<file path="src/rtl/hash_sequencer.sv">
// Nonce-sweep sequencer for a double-SHA-256 core: steps three compression chunks per nonce
// (midstate chunk C1 only once), checks the target, and walks the nonce range until hit or exhaustion.
module hash_sequencer #(
    parameter int unsigned ROUNDS = 64
) (
    input  logic        clk,
    input  logic        rst,
    input  logic        start,
    input  logic        stop,
    input  logic [31:0] nonce_first,
    input  logic [31:0] nonce_last,
    input  logic        hit,
    output logic [1:0]  Block,
    output logic        nonce_sig,
    output logic [5:0]  round,
    output logic [31:0] nonce,
    output logic        busy,
    output logic        found,
    output logic [31:0] found_nonce,
    output logic        exhausted,
    output logic [2:0]  state_dbg_o
);

    typedef enum logic [2:0] {
        S_IDLE  = 3'd0,
        S_INIT  = 3'd1,
        S_C1    = 3'd2,
        S_C2    = 3'd3,
        S_C3    = 3'd4,
        S_CHECK = 3'd5,
        S_DONE  = 3'd6
    } state_t;

    localparam logic [5:0] LAST_ROUND = 6'(ROUNDS - 1);

    state_t      state_q;
    logic [1:0]  block_q;
    logic        sig_q;
    logic [5:0]  round_q;
    logic [31:0] nonce_q;
    logic [31:0] limit_q;
    logic        busy_q;
    logic        found_q;
    logic        exh_q;
    logic [31:0] found_nonce_q;

    logic chunk_last;
    logic abort;

    assign chunk_last = (round_q == LAST_ROUND);
    assign abort      = stop && (state_q inside {S_INIT, S_C1, S_C2, S_C3, S_CHECK});

    always_ff @(posedge clk or posedge rst) begin
        if (rst) begin
            state_q       <= S_IDLE;
            block_q       <= 2'd0;
            sig_q         <= 1'b0;
            round_q       <= 6'd0;
            nonce_q       <= 32'd0;
            limit_q       <= 32'd0;
            busy_q        <= 1'b0;
            found_q       <= 1'b0;
            exh_q         <= 1'b0;
            found_nonce_q <= 32'd0;
        end else if (abort) begin
            // Abort wins over everything, including a hit in the same CHECK cycle.
            state_q <= S_IDLE;
            block_q <= 2'd0;
            sig_q   <= 1'b0;
            round_q <= 6'd0;
            busy_q  <= 1'b0;
            found_q <= 1'b0;
            exh_q   <= 1'b0;
        end else begin
            case (state_q)
                S_IDLE, S_DONE: begin
                    if (start) begin
                        state_q <= S_INIT;
                        nonce_q <= nonce_first;
                        limit_q <= nonce_last;
                        block_q <= 2'd0;
                        sig_q   <= 1'b0;
                        round_q <= 6'd0;
                        busy_q  <= 1'b1;
                        found_q <= 1'b0;
                        exh_q   <= 1'b0;
                    end
                end
                S_INIT: begin
                    state_q <= S_C1;
                    round_q <= 6'd0;
                end
                S_C1, S_C2, S_C3: begin
                    if (chunk_last) begin
                        round_q <= 6'd0;
                        case (state_q)
                            S_C1:    begin state_q <= S_C2;    block_q <= 2'd1; end
                            S_C2:    begin state_q <= S_C3;    block_q <= 2'd2; end
                            default: begin state_q <= S_CHECK; block_q <= 2'd3; end
                        endcase
                    end else begin
                        round_q <= round_q + 6'd1;
                    end
                end
                S_CHECK: begin
                    round_q <= 6'd0;
                    if (hit) begin
                        state_q       <= S_DONE;
                        busy_q        <= 1'b0;
                        found_q       <= 1'b1;
                        found_nonce_q <= nonce_q;
                    end else if (nonce_q == limit_q) begin
                        state_q <= S_DONE;
                        busy_q  <= 1'b0;
                        exh_q   <= 1'b1;
                    end else begin
                        // Midstate is reused: later nonces skip C1; Block stays 3 through this C2.
                        state_q <= S_C2;
                        nonce_q <= nonce_q + 32'd1;
                        sig_q   <= 1'b1;
                    end
                end
                default: begin
                    state_q <= S_IDLE;
                    busy_q  <= 1'b0;
                end
            endcase
        end
    end

    assign Block       = block_q;
    assign nonce_sig   = sig_q;
    assign round       = round_q;
    assign nonce       = nonce_q;
    assign busy        = busy_q;
    assign found       = found_q;
    assign found_nonce = found_nonce_q;
    assign exhausted   = exh_q;
    assign state_dbg_o = state_q;

endmodule

</file>
<file path="config.mk">
export PLATFORM = sky130hd
export DESIGN_NAME = hash_sequencer
export DESIGN_NICKNAME = d
export VERILOG_FILES = /design/src/rtl/hash_sequencer.sv
export SDC_FILE = /design/constraint.sdc
export NUM_CORES = 1
export LEC_CHECK = 0
export CORE_MARGIN = 10
export CORE_UTILIZATION = 53
export CTS_CLUSTER_SIZE = 14
export DETAILED_ROUTE_END_ITERATION = 10
export PLACE_DENSITY_LB_ADDON = 0.25
export SLEW_MARGIN = 15
export SYNTH_ARGS = -nofsm -noshare
export SYNTH_HDL_FRONTEND = slang
export SYNTH_SLANG_ARGS = --single-unit
</file>
<file path="constraint.sdc">
create_clock -name clk -period 5.6 [get_ports clk]
set_input_delay 0.56 -clock clk [delete_from_list [all_inputs] [get_ports clk]]
set_output_delay 0.56 -clock clk [all_outputs]
set_load 0.05 [all_outputs]
</file>
* Word-level counts from Yosys, hierarchy flattened *
Index checks and enable logic that the tools add are counted.

operators by class
  add/subtract/negate cells = 2
  equality and inequality tests = 19
  muxes and demuxes = 37
  bitwise logic cells = 1
  reduce and logical (&&, ||, !) cells = 21

operators by type and width
  kind                                                  number
  2-to-1 mux 32 bit                                     3
  one-hot mux 32 bit (2 select lines)                   1
  adder 32 x 1 -> 32 bit (second input constant)        1
  equality test 32 bit                                  1
  2-to-1 mux 6 bit                                      3
  one-hot mux 6 bit (3 select lines)                    1
  2-to-1 mux 3 bit                                      5
  inequality test 3 bit (second input constant)         5
  AND reduction 3 bit                                   5
  2-to-1 mux 1 bit                                      13
  one-hot mux 3 bit (4 select lines)                    1
  equality test 3 bit (second input constant)           3
  one-hot mux 2 bit (2 select lines)                    2
  AND reduction 4 bit                                   2
  adder 6 x 1 -> 6 bit (second input constant)          1
  equality test 3 x 2 -> 1 bit (second input constant)  2
  equality test 6 bit (second input constant)           1
  2-to-1 mux 2 bit                                      3
  inequality test 2 bit (second input constant)         3
  one-hot mux 1 bit (2 select lines)                    3
  one-hot mux 3 bit (2 select lines)                    1
  nonzero test 3 bit                                    2
  AND reduction 5 bit                                   1
  nonzero test 5 bit                                    1
  14 further kinds                                      16

word-level totals
  flip-flop bits (word level) = 111
  input bits = 69

* Logic depth before layout (Yosys ltp) *
  depth in word-level cells = 5
  depth in mapped cells = 9

* Worst setup path before layout *
OpenSTA, ideal clock, no wires.

  kind = reg2reg
  from = reg nonce_q[5] (netlist: nonce[5])
  to = reg nonce_q[11] (netlist: nonce[11])
  data arrival time = 2.303 ns
  required time = 5.478 ns
  path slack = 3.175 ns
  stages on the path, launching flop included = 10
  period minus slack after synthesis = 2.425 ns
  cell sequence = dfrtp_1 buf_2 xnor2_1 nand4_1 nor4_4 a221oi_4 or2_1 buf_6 buf_6 a32o_1

on the way
  longest elaborated chain between the ends = 4

RTL lines
  what                                 RTL line  source
  start: declaration                   40        logic [31:0] nonce_q;
  start signal: assignment             79        nonce_q <= nonce_first;
  start signal: assignment             119       nonce_q <= nonce_q + 32'd1;
  adder 32 x 1 -> 32 bit               119
  2-to-1 mux 32 bit                    112       end else if (nonce_q == limit_q) begin
  2-to-1 mux 32 bit                    107       if (hit) begin
  one-hot mux 32 bit (2 select lines)  75        case (state_q)

Several ways; a longest one is shown, not always the timed one. The select of a mux whose other input is x is not followed.
A chain may end at the register's enable or synchronous reset.

* Worst setup path in the final report *
  from = reg state_q[2] (netlist: state_dbg_o[2])
  to = reg nonce_q[25] (netlist: nonce[25])

on the way
  longest elaborated chain between the ends = 5

RTL lines
  what                                                  RTL line  source
  start: declaration                                    36        state_t state_q;
  start signal: assignment                              55        state_q <= S_IDLE;
  start signal: assignment                              67        state_q <= S_IDLE;
  start signal: assignment                              78        state_q <= S_INIT;
  equality test 3 x 1 -> 1 bit (tied with other cells)  51        assign abort = stop && (state_q inside {S_INIT, S_C1, S_C2, S_C3, S_CHECK});
  nonzero test 5 bit                                    51
  logical AND 1 bit                                     51
  NOT 1 bit (no line)                                   --
  AND reduction 5 bit (no line)                         --

Several ways; a longest one is shown, not always the timed one.

==> flow_summary.ini <==
[critical_path]
crit_arrival_ns = 3.66
cp_max_fo = 47
regToRegStartpoint = state_dbg_o[2]$_DFFE_PP0P_
r2r_cells = 7
critPathRequiredTime_ns = 5.81
path_class = reg2reg
rrSetupSlack_ns = 2.15
r2r_end = nonce[25]$_DFFE_PP0P_
worstSetupStartpointType = register
end_kind = register

[detailed_routing]
vias = 5237
avgRoutedWirePerCell_um = 19.9
dr.first_iter.drc_count = 626
highest_layer = met4
dr_wl_met2_mm = 8.33
dr.pass1.iters = 5
wl_met3_mm = 1.51
wl_met1_mm = 7.27
routed_wirelength_mm = 17.5
ant_nets = 0
viasPerCell = 5.98
drc = 0

[floorplan]
dieArea_mm2 = 0.0154
die_w_um = 124
row_count = 37
die_y_um = 124
core_mm2 = 0.0105
io_pins = 148
initial_core_util = 0.550

[global_route]
grt_pass1_vias = 5049
antenna_found_initial = 0
grt_pass1_wl_mm = 27.0
grt_max_degree = 63
track_usage = 0.222
grt_overflow = 0

[cells_and_area]
n_antenna_cell = 0
layout.nets = 807
final_common_cell = clkdlybuf4s50_1
drive_above_1_share = 0.0797
syn2layout_area_growth_pct = 28.8
fillers = 838
finalInstanceArea_mm2 = 0.00740
final_cell_mix = clkdlybuf4s50_1, nand2_1, dfrtp_1, xnor2_1, nor2_1

[run_status]
status = finished clean

[placement]
place_ws_ns = 2.05
io_buffer_count = 147
gp_congestion = 0.862
dp_hpwl_mm = 12.8
placed_cell_area_mm2 = 0.00725

[power]
irDropWorstVdd_uv = 394
p_per_area_mw_per_mm2 = 632
total_power_mw = 4.68
total_leakage_power_nw = 3.17

[synth]
ys_async_sr_fraction = 1.00
synth-xor-area-share = 0.0533
ys_warn_count = 0
synth.area.mux_share = 0.0568
synthAdderAreaFrac = 0.00435
synth_compound_area_frac = 0.145
synth_top_family_by_area = simple AND/OR/NAND/NOR gates
synth-edff-count = 0
syn_area_mm2 = 0.00575
synth_ff_type = dfrtp_1
ys_seq_area_frac = 0.483
ys_seq_elements = 111
yosys.cell_types.count = 55
synthCells = 616
synth_nets = 687
synth-simple-area-share = 0.214
syn_avg_cell_area_um2 = 9.34

[worst_hold_path]
whs_endpoint = found_nonce[30]$_DFFE_PP0P_
min-delay-start = found_nonce[30]$_DFFE_PP0P_
min_path_cells = 2
hp-class = reg2reg

[clock_tree]
holdBufCountCts = 0
clk_latency_ns = 0.37
path_clk_slew_ns = 0.10
cts_buffer_depth = 2
cts_num_sinks = 111
cts_setup_buffers = 0
post_cts_resized = 0
cts_tree = done
clock_tree.root_cell = clkbuf_8
h-tree-depth = 3
numCtsBuffers = 9

[sta]
slew_violations = 0
rsz0062_at_grt = no
min_period_ns = 3.45
skew_ns = 0.00823
hold_viol = 0
relSlewSlack = 0.411
finalSetupViolations = 0
fin_setup_tns_ns = 0
fin_crit_sh = 0.616
tightest_slew_ns = 0.883
setup_slack_ns = 2.15
fmax_mhz = 290

[job]
cap_violations = 0
critical path: stages, from the launching register on:
cell and delay (ns):
dfrtp_1 0.69, xor2_1 0.33, or2_1 0.31, buf_4 0.28, a221oi_4 0.30, buf_4 0.39, or2_1 0.75, a22oi_1 0.21
worst max-delay path by stage:
| stage | startpoint | end | slack, ns |
|---|---|---|---|
| final | state_dbg_o[2]$_DFFE_PP0P_ | nonce[25]$_DFFE_PP0P_ | 2.15 |
| after CTS | state_dbg_o[2]$_DFFE_PP0P_ | nonce[27]$_DFFE_PP0P_ | 2.26 |
| after global placement | start | nonce[31]$_DFFE_PP0P_ | 2.11 |
| after detailed placement | start | nonce[31]$_DFFE_PP0P_ | 2.05 |
| after global routing | state_dbg_o[2]$_DFFE_PP0P_ | nonce[28]$_DFFE_PP0P_ | 1.97 |
| after floorplan | rst | Block[0]$_DFFE_PP0P_ | 2.11 |
registers in the layout (all words and copies together) (netlist names), 2 cells and up:
register / count
found_nonce: 32
limit_q: 32
nonce: 32
round: 6
state_dbg_o: 3
Block: 2
layout make-up:
type	instances	area, um^2	area share
timing repair buffer	155	1530	0.207
clock inverter	1	5.00	0.000676
multi-input combinational	450	2730	0.369
inverter	9	36.3	0.00490
sequential	111	2780	0.375
tap	136	170	0.0230
clock buffer	14	153	0.0206
cells in the mapped netlist (all sizes together) (8+ instances only):
cell    count  area share
xnor2      33       0.050
nand3      23       0.020
nor2       33       0.022
and2        8      0.0087
mux2       29       0.057
a21oi      19       0.017
inv         9      0.0059
nor3       11      0.0096
nand2     143       0.093
buf        21       0.022
o21ai      29       0.025
and3        9      0.0098
a32o       11       0.019
clkbuf     25       0.016
a22oi       8       0.010
nand4      19       0.021
dfrtp     111        0.48
metrics by stage:
step | cells | util | hold slack (ns)
after floorplan | 616 | - | 0.467
after global placement | 861 | 0.693 | 0.461
after detailed placement | 861 | 0.693 | 0.472
after CTS | 876 | 0.708 | 0.494
after global routing | 876 | 0.708 | 0.508
final | 876 | 0.708 | 0.483
logic make-up after synthesis:
| family | Yosys count |
|---|---|
| AO/OA/AOI/OAI | 118 |
| XOR/XNOR | 35 |
| adder cells (fa/ha/maj) | 2 |
| buffers and inverters | 55 |
| flip-flops | 111 |
| multiplexers | 29 |
| AND/OR/NAND/NOR | 266 |
power breakdown:
group	internal [mW]	total, mW	switching (mW)
combinational	0.968	2.59	1.62
sequential	1.15	1.66	0.508
clock	0.173	0.429	0.256
routing by layer:
metal | track usage | vias to the layer above
met5 | 0 | -
met4 | 0.0734 | 0
met1 | 0.293 | 2570
li1 | - | 2410
met3 | 0.0475 | 33
met2 | 0.357 | 224
Power figures use the tool's default switching activity.
